<file path="src/rtl/bresenham_stream.sv">
// Streaming Bresenham line rasteriser: accepts two endpoints and emits every
// pixel of the line, endpoints included, as a valid/ready stream. The whole
// block advances only on cycles where clk_en is high.
module bresenham_stream #(
  parameter int unsigned WIDTH = 10
) (
  input  logic             clk,
  input  logic             reset_n,
  input  logic             clk_en,
  input  logic             start,
  input  logic [WIDTH-1:0] x0,
  input  logic [WIDTH-1:0] y0,
  input  logic [WIDTH-1:0] x1,
  input  logic [WIDTH-1:0] y1,
  output logic [WIDTH-1:0] x,
  output logic [WIDTH-1:0] y,
  output logic             pix_valid,
  input  logic             pix_ready,
  output logic             busy,
  output logic             done
);

  // err carries two extra bits of headroom; e2 = 2*err needs one more
  localparam int unsigned EW = WIDTH + 2;
  localparam int unsigned PW = WIDTH + 3;

  typedef enum logic [1:0] {
    S_IDLE   = 2'd0,
    S_SETUP  = 2'd1,
    S_DRAW   = 2'd2,
    S_FINISH = 2'd3
  } state_t;

  state_t            state_q, state_d;
  logic [WIDTH-1:0]  xs_q, xs_d, ys_q, ys_d;
  logic [WIDTH-1:0]  xe_q, xe_d, ye_q, ye_d;
  logic [WIDTH-1:0]  dx_q, dx_d, ady_q, ady_d;
  logic              sx_neg_q, sx_neg_d, sy_neg_q, sy_neg_d;
  logic signed [EW-1:0] err_q, err_d;
  logic [WIDTH-1:0]  x_q, x_d, y_q, y_d;
  logic              pix_valid_q, pix_valid_d;
  logic              busy_q, busy_d;
  logic              done_q, done_d;

  logic [WIDTH-1:0]     adx_c, ady_c;
  logic signed [PW-1:0] e2, dx_s, ndy_s, err_sum;
  logic                 step_x, step_y, hs, at_end;

  // State and datapath registers; everything holds while clk_en is low
  always_ff @(posedge clk) begin
    if (!reset_n) begin
      state_q     <= S_IDLE;
      xs_q        <= '0;
      ys_q        <= '0;
      xe_q        <= '0;
      ye_q        <= '0;
      dx_q        <= '0;
      ady_q       <= '0;
      sx_neg_q    <= 1'b0;
      sy_neg_q    <= 1'b0;
      err_q       <= '0;
      x_q         <= '0;
      y_q         <= '0;
      pix_valid_q <= 1'b0;
      busy_q      <= 1'b0;
      done_q      <= 1'b0;
    end else if (clk_en) begin
      state_q     <= state_d;
      xs_q        <= xs_d;
      ys_q        <= ys_d;
      xe_q        <= xe_d;
      ye_q        <= ye_d;
      dx_q        <= dx_d;
      ady_q       <= ady_d;
      sx_neg_q    <= sx_neg_d;
      sy_neg_q    <= sy_neg_d;
      err_q       <= err_d;
      x_q         <= x_d;
      y_q         <= y_d;
      pix_valid_q <= pix_valid_d;
      busy_q      <= busy_d;
      done_q      <= done_d;
    end
  end

  // Bresenham step decision and error update from the current err
  always_comb begin
    adx_c   = (xs_q < xe_q) ? (xe_q - xs_q) : (xs_q - xe_q);
    ady_c   = (ys_q < ye_q) ? (ye_q - ys_q) : (ys_q - ye_q);
    e2      = $signed({err_q, 1'b0});
    dx_s    = $signed({3'b000, dx_q});
    ndy_s   = -$signed({3'b000, ady_q});
    step_x  = (e2 >= ndy_s);
    step_y  = (e2 <= dx_s);
    err_sum = $signed({err_q[EW-1], err_q});
    if (step_x) err_sum = err_sum + ndy_s;
    if (step_y) err_sum = err_sum + dx_s;
    hs      = pix_valid_q & pix_ready;
    at_end  = (x_q == xe_q) && (y_q == ye_q);
  end

  // Next-state and register updates
  always_comb begin
    state_d     = state_q;
    xs_d        = xs_q;
    ys_d        = ys_q;
    xe_d        = xe_q;
    ye_d        = ye_q;
    dx_d        = dx_q;
    ady_d       = ady_q;
    sx_neg_d    = sx_neg_q;
    sy_neg_d    = sy_neg_q;
    err_d       = err_q;
    x_d         = x_q;
    y_d         = y_q;
    pix_valid_d = pix_valid_q;
    busy_d      = busy_q;
    done_d      = 1'b0;

    case (state_q)
      S_IDLE: begin
        if (start) begin
          xs_d    = x0;
          ys_d    = y0;
          xe_d    = x1;
          ye_d    = y1;
          busy_d  = 1'b1;
          state_d = S_SETUP;
        end
      end
      S_SETUP: begin
        dx_d        = adx_c;
        ady_d       = ady_c;
        sx_neg_d    = !(xs_q < xe_q);
        sy_neg_d    = !(ys_q < ye_q);
        err_d       = $signed(EW'(adx_c) - EW'(ady_c));
        x_d         = xs_q;
        y_d         = ys_q;
        pix_valid_d = 1'b1;
        state_d     = S_DRAW;
      end
      S_DRAW: begin
        if (hs) begin
          if (at_end) begin
            pix_valid_d = 1'b0;
            busy_d      = 1'b0;
            done_d      = 1'b1;
            state_d     = S_FINISH;
          end else begin
            if (step_x) x_d = sx_neg_q ? (x_q - WIDTH'(1)) : (x_q + WIDTH'(1));
            if (step_y) y_d = sy_neg_q ? (y_q - WIDTH'(1)) : (y_q + WIDTH'(1));
            err_d = $signed(err_sum[EW-1:0]);
          end
        end
      end
      S_FINISH: begin
        state_d = S_IDLE;
      end
      default: begin
        state_d = S_IDLE;
      end
    endcase
  end

  assign x         = x_q;
  assign y         = y_q;
  assign pix_valid = pix_valid_q;
  assign busy      = busy_q;
  assign done      = done_q;

endmodule
</file>
<file path="config.mk">
export PLATFORM = sky130hd
export DESIGN_NAME = bresenham_stream
export DESIGN_NICKNAME = d
export VERILOG_FILES = /design/src/rtl/bresenham_stream.sv
export SDC_FILE = /design/constraint.sdc
export NUM_CORES = 1
export LEC_CHECK = 0
export BUFFER_PORTS_ARGS = -buffer_cell sky130_fd_sc_hd__buf_2
export CORE_UTILIZATION = 41
export DETAILED_ROUTE_END_ITERATION = 10
export GPL_ROUTABILITY_DRIVEN = 0
export SLEW_MARGIN = 40
export SYNTH_ARGS = -nofsm -noshare
export SYNTH_HDL_FRONTEND = slang
export SYNTH_SLANG_ARGS = --single-unit
</file>
<file path="constraint.sdc">
create_clock -name clk -period 13.6 [get_ports clk]
set_clock_uncertainty 0.1 [all_clocks]
set_input_delay 2.04 -clock clk [delete_from_list [all_inputs] [get_ports clk]]
set_output_delay 2.04 -clock clk [all_outputs]
set_load 0.1 [all_outputs]
</file>
==> summary.txt <==
=======================================================================================
Final count of hold timing violations                                                 0
Post-route ant nets                                                                   0
Worst EP required                                                              13.80 ns
Global-route wire length before repair                                     38280 microns
Total internal power                                                        0.0008385 W
Multi-input gate area                                                        6211 sq um
Storage cell area                                                            1982 sq um
Sequential power share                                                            23.3%
Initial Utilization                                                              41.71%
Relative slew margins                                                            45.21%
Via count of the first global-routing pass                                         7532
Number of violations reported at the end of detailed-routing iteration 0            422
Placed cell count                                                                  1444
Max-capacitance violation count                                                       0
Post-Place Worst Slack                                                         7.819 ns
Dominant register cell in the synthesized netlist                          sky130_fd_sc_hd__dfxtp_1
Final wirelength                                                           23450 microns
Kind of capture point of the worst setup path                                      flop
Worst hold path class                                                      flop to flop
Delay of the slowest critical-path stage                                        0.57 ns
Mapped Nets                                                                        1307
Slowest stage cell on the critical path                                    sky130_fd_sc_hd__or4_4
Count of endpoints failing setup in the final report                                  0
Result of the run                                                          finished clean
Crit-path cells                                                            or4_4 > or4_4 > or3_4 > xor2_1 > inv_1 > ha_1 > and4_1 > o311ai_0 > a31oi_1 > buf_4 > mux2_2 > ha_1 > fa_1 > a211oi_1 > nor2_1 > o31ai_1 > a21oi_1 > o21a_1 > o21ai_0 > xor2_1 > a21oi_1 > nor2_1
Horizontal extent of the die                                                148 microns
Final TNS setup                                                                    0 ns
Most instantiated cells after synthesis                                    sky130_fd_sc_hd__nand2_1 (138), sky130_fd_sc_hd__a21oi_1 (120), sky130_fd_sc_hd__ha_1 (112)
Fill cells                                                                         2155
Antenna violations before repair                                                      0
Power density of the placed cells                                          155.7 nW/um^2
Vias after detailed routing                                                        7919
Post-cts repair resize count                                                          0
Number of enable flip-flop cells after synthesis                                      0
Tmin final                                                                     5.829 ns
Area growth from synthesis to layout                                             10.35%
Area of the mapped netlist                                                   8740 sq um
Ant diodes                                                                            0
Top Ports                                                                            68
Number of nets in the final layout                                                 1346
Portion of the post-synthesis area used by sequential elements                   22.68%
Critical Path Start Type                                                           flop
Switching power as a share of total power                                        44.17%
Library cells used by synthesis                                                      65
Switching Power                                                             0.0006635 W
DRC viols                                                                             0
DR pass1 iterations                                                                   5
Clock slew seen by the registers of the worst setup and hold paths              0.07 ns
Global route overflow                                                                 0
Maximum frequency from static timing analysis                                 171.6 MHz
Share of Yosys cell area claimed by the top area cell type                       22.68%
Transition time of the tightest slew-check pin                                0.8012 ns
Cell Rows                                                                            53
WS Path Type                                                               flop to flop
Root buffer cell                                                           sky130_fd_sc_hd__clkbuf_16
GR Util All Layers                                                               22.06%
Unrepaired setup endpoints after global routing                                      no
Yosys reg bits                                                                       99
Max-slew violation count                                                              0
Number of hold-repair buffers added at the cts stage                                  0
Count of clock tree sinks                                                            99
Max FO, Critical Path                                                                15
Largest cells by area after synthesis                                      sky130_fd_sc_hd__dfxtp_1 (23%), sky130_fd_sc_hd__ha_1 (16%), sky130_fd_sc_hd__a21oi_1 (6.9%)
Leak                                                                           4.184 nW
Vias per cell                                                                     5.428
Number of buffers inserted to repair setup after CTS                                  0
Average wire per standard cell                                             16.07 microns
Layout Cells excl Fill                                                             1459
Gate power share                                                                  57.4%
Final worst-path setup slack                                                   7.771 ns
Input/output buffers                                                                 67
Worst IR Drop VDD                                                              85.94 uV
Largest buffer count on any clock path                                                2
Gate Count Post-Synth                                                              1141
Half-perimeter wire length after detailed placement                        17910 microns
FFs w/ async S/R, synth                                                              0%
Synthesized area per cell                                                   7.660 sq um
Chip Height                                                                 148 microns
Portion of total power attributed to the clock network                            19.4%
Data arrival time at the worst-slack endpoint                                   6.03 ns
H-Tree Level Count                                                                    3
Clock Latency Late Sink                                                         0.36 ns
Post-synth top area cell                                                   sky130_fd_sc_hd__dfxtp_1
Area of the die                                                             21900 sq um
Final period utilization                                                         42.86%
Total clock buffers created by CTS                                                    9
Area inside the core boundary                                               20960 sq um
Yosys warnings                                                                        0
Pin count of the biggest net entering global routing                                 49
Fraction of final layout cells sized beyond drive strength 1                     10.64%
Most numerous cell in the Yosys netlist                                    sky130_fd_sc_hd__nand2_1
CTS tree                                                                           done
=======================================================================================
[sequential cells by signal, indices dropped and copies added, names as in the netlist, 2 cells and up]
name / flops
ady_q: 10
dx_q: 10
err_q: 12
state_q: 2
x: 10
xe_q: 10
xs_q: 10
y: 10
ye_q: 10
ys_q: 10
[cell families (layout without fill, tap and decap cells)]
group | count (synthesis) | count (layout) | synth area share [%]
multiplexers | 43 | 43 | 5.197
AND/OR/NAND/NOR | 336 | 336 | 17.47
adder cells (fa/ha/maj) | 121 | 121 | 18.10
AO/OA/AOI/OAI | 317 | 317 | 22.20
buffers and inverters | 149 | 192 | 6.571
flip-flops | 99 | 99 | 22.68
XOR/XNOR | 76 | 76 | 7.788
[power by group through the flow]
stage | clock network, W | registers, W | logic [W]
floorplan | 0 | 0.000380 | 0.000634
global placement | 0 | 0.000356 | 0.000842
detailed placement | 0 | 0.000357 | 0.000850
CTS | 0.000296 | 0.000350 | 0.000856
global route | 0.000307 | 0.000353 | 0.000959
finish | 0.000291 | 0.000350 | 0.000862
[critical path: cells and delay by family (launching register included)]
kind | cells | cell delay, ns
AO/OA/AOI/OAI | 8 | 1.56
XOR/XNOR | 2 | 0.35
flip-flops | 1 | 0.36
buffers and inverters | 2 | 0.33
AND/OR/NAND/NOR | 6 | 1.79
adder cells (fa/ha/maj) | 3 | 0.90
multiplexers | 1 | 0.37
[layout by cell type, fill, tap and decap left out, types with 23 or more instances in the layout]
master                       n
sky130_fd_sc_hd__ha_1      111
sky130_fd_sc_hd__a21oi_1   120
sky130_fd_sc_hd__nor3_1     23
sky130_fd_sc_hd__inv_1      99
sky130_fd_sc_hd__nand2_1   137
sky130_fd_sc_hd__dfxtp_1    99
sky130_fd_sc_hd__mux2i_1    24
sky130_fd_sc_hd__a21o_1     24
sky130_fd_sc_hd__buf_2      67
sky130_fd_sc_hd__nor2_1     83
sky130_fd_sc_hd__a211oi_1   28
sky130_fd_sc_hd__o21ai_0    70
sky130_fd_sc_hd__xnor2_1    53
[worst paths after layout]
check	endpoint	start	slack [ns]	cells after the start
hold reg to reg	ys_q[8]$_SDFFE_PN0P_	ys_q[8]$_SDFFE_PN0P_	0.38	2
hold / removal	ys_q[8]$_SDFFE_PN0P_	ys_q[8]$_SDFFE_PN0P_	0.38	2
setup / recovery	err_q[10]$_SDFFE_PN0P_	ady_q[2]$_SDFFE_PN0P_	7.77	22
setup reg to reg	err_q[10]$_SDFFE_PN0P_	ady_q[2]$_SDFFE_PN0P_	7.77	22
[routing by layer]
metal	wire, microns	up-vias	part of all wire [%]	track usage [%]
met1	11410	3631	49	30.23
met5	0	-	0	0
met2	10440	194	45	35.28
li1	-	4059	-	-
met4	684	0	2.9	9.124
met3	918	35	3.9	2.130
[stage by stage]
stage | hold WS (ns) | power, W | cell area, sq um | utilization (%)
final | 0.3770 | 0.001502 | 9644 | 46.02
after global routing | 0.4000 | 0.001619 | 9644 | 46.02
after CTS | 0.3767 | 0.001502 | 9637 | 45.99
after detailed placement | 0.3672 | 0.001206 | 9315 | 44.45
after global placement | 0.3642 | 0.001198 | 9298 | 44.37
after floorplan | 0.3536 | 0.001014 | 8740 | -
[final cells by class]
type                       instances  area share [%]
clock buffer                       9           2.335
clock inverter                     6          0.9990
inverter                         100           3.892
multi-input combinational        893           64.40
sequential                        99           20.55
tap                              275           3.568
timing repair buffer              77           4.255
(Power assumes the default switching activity.)
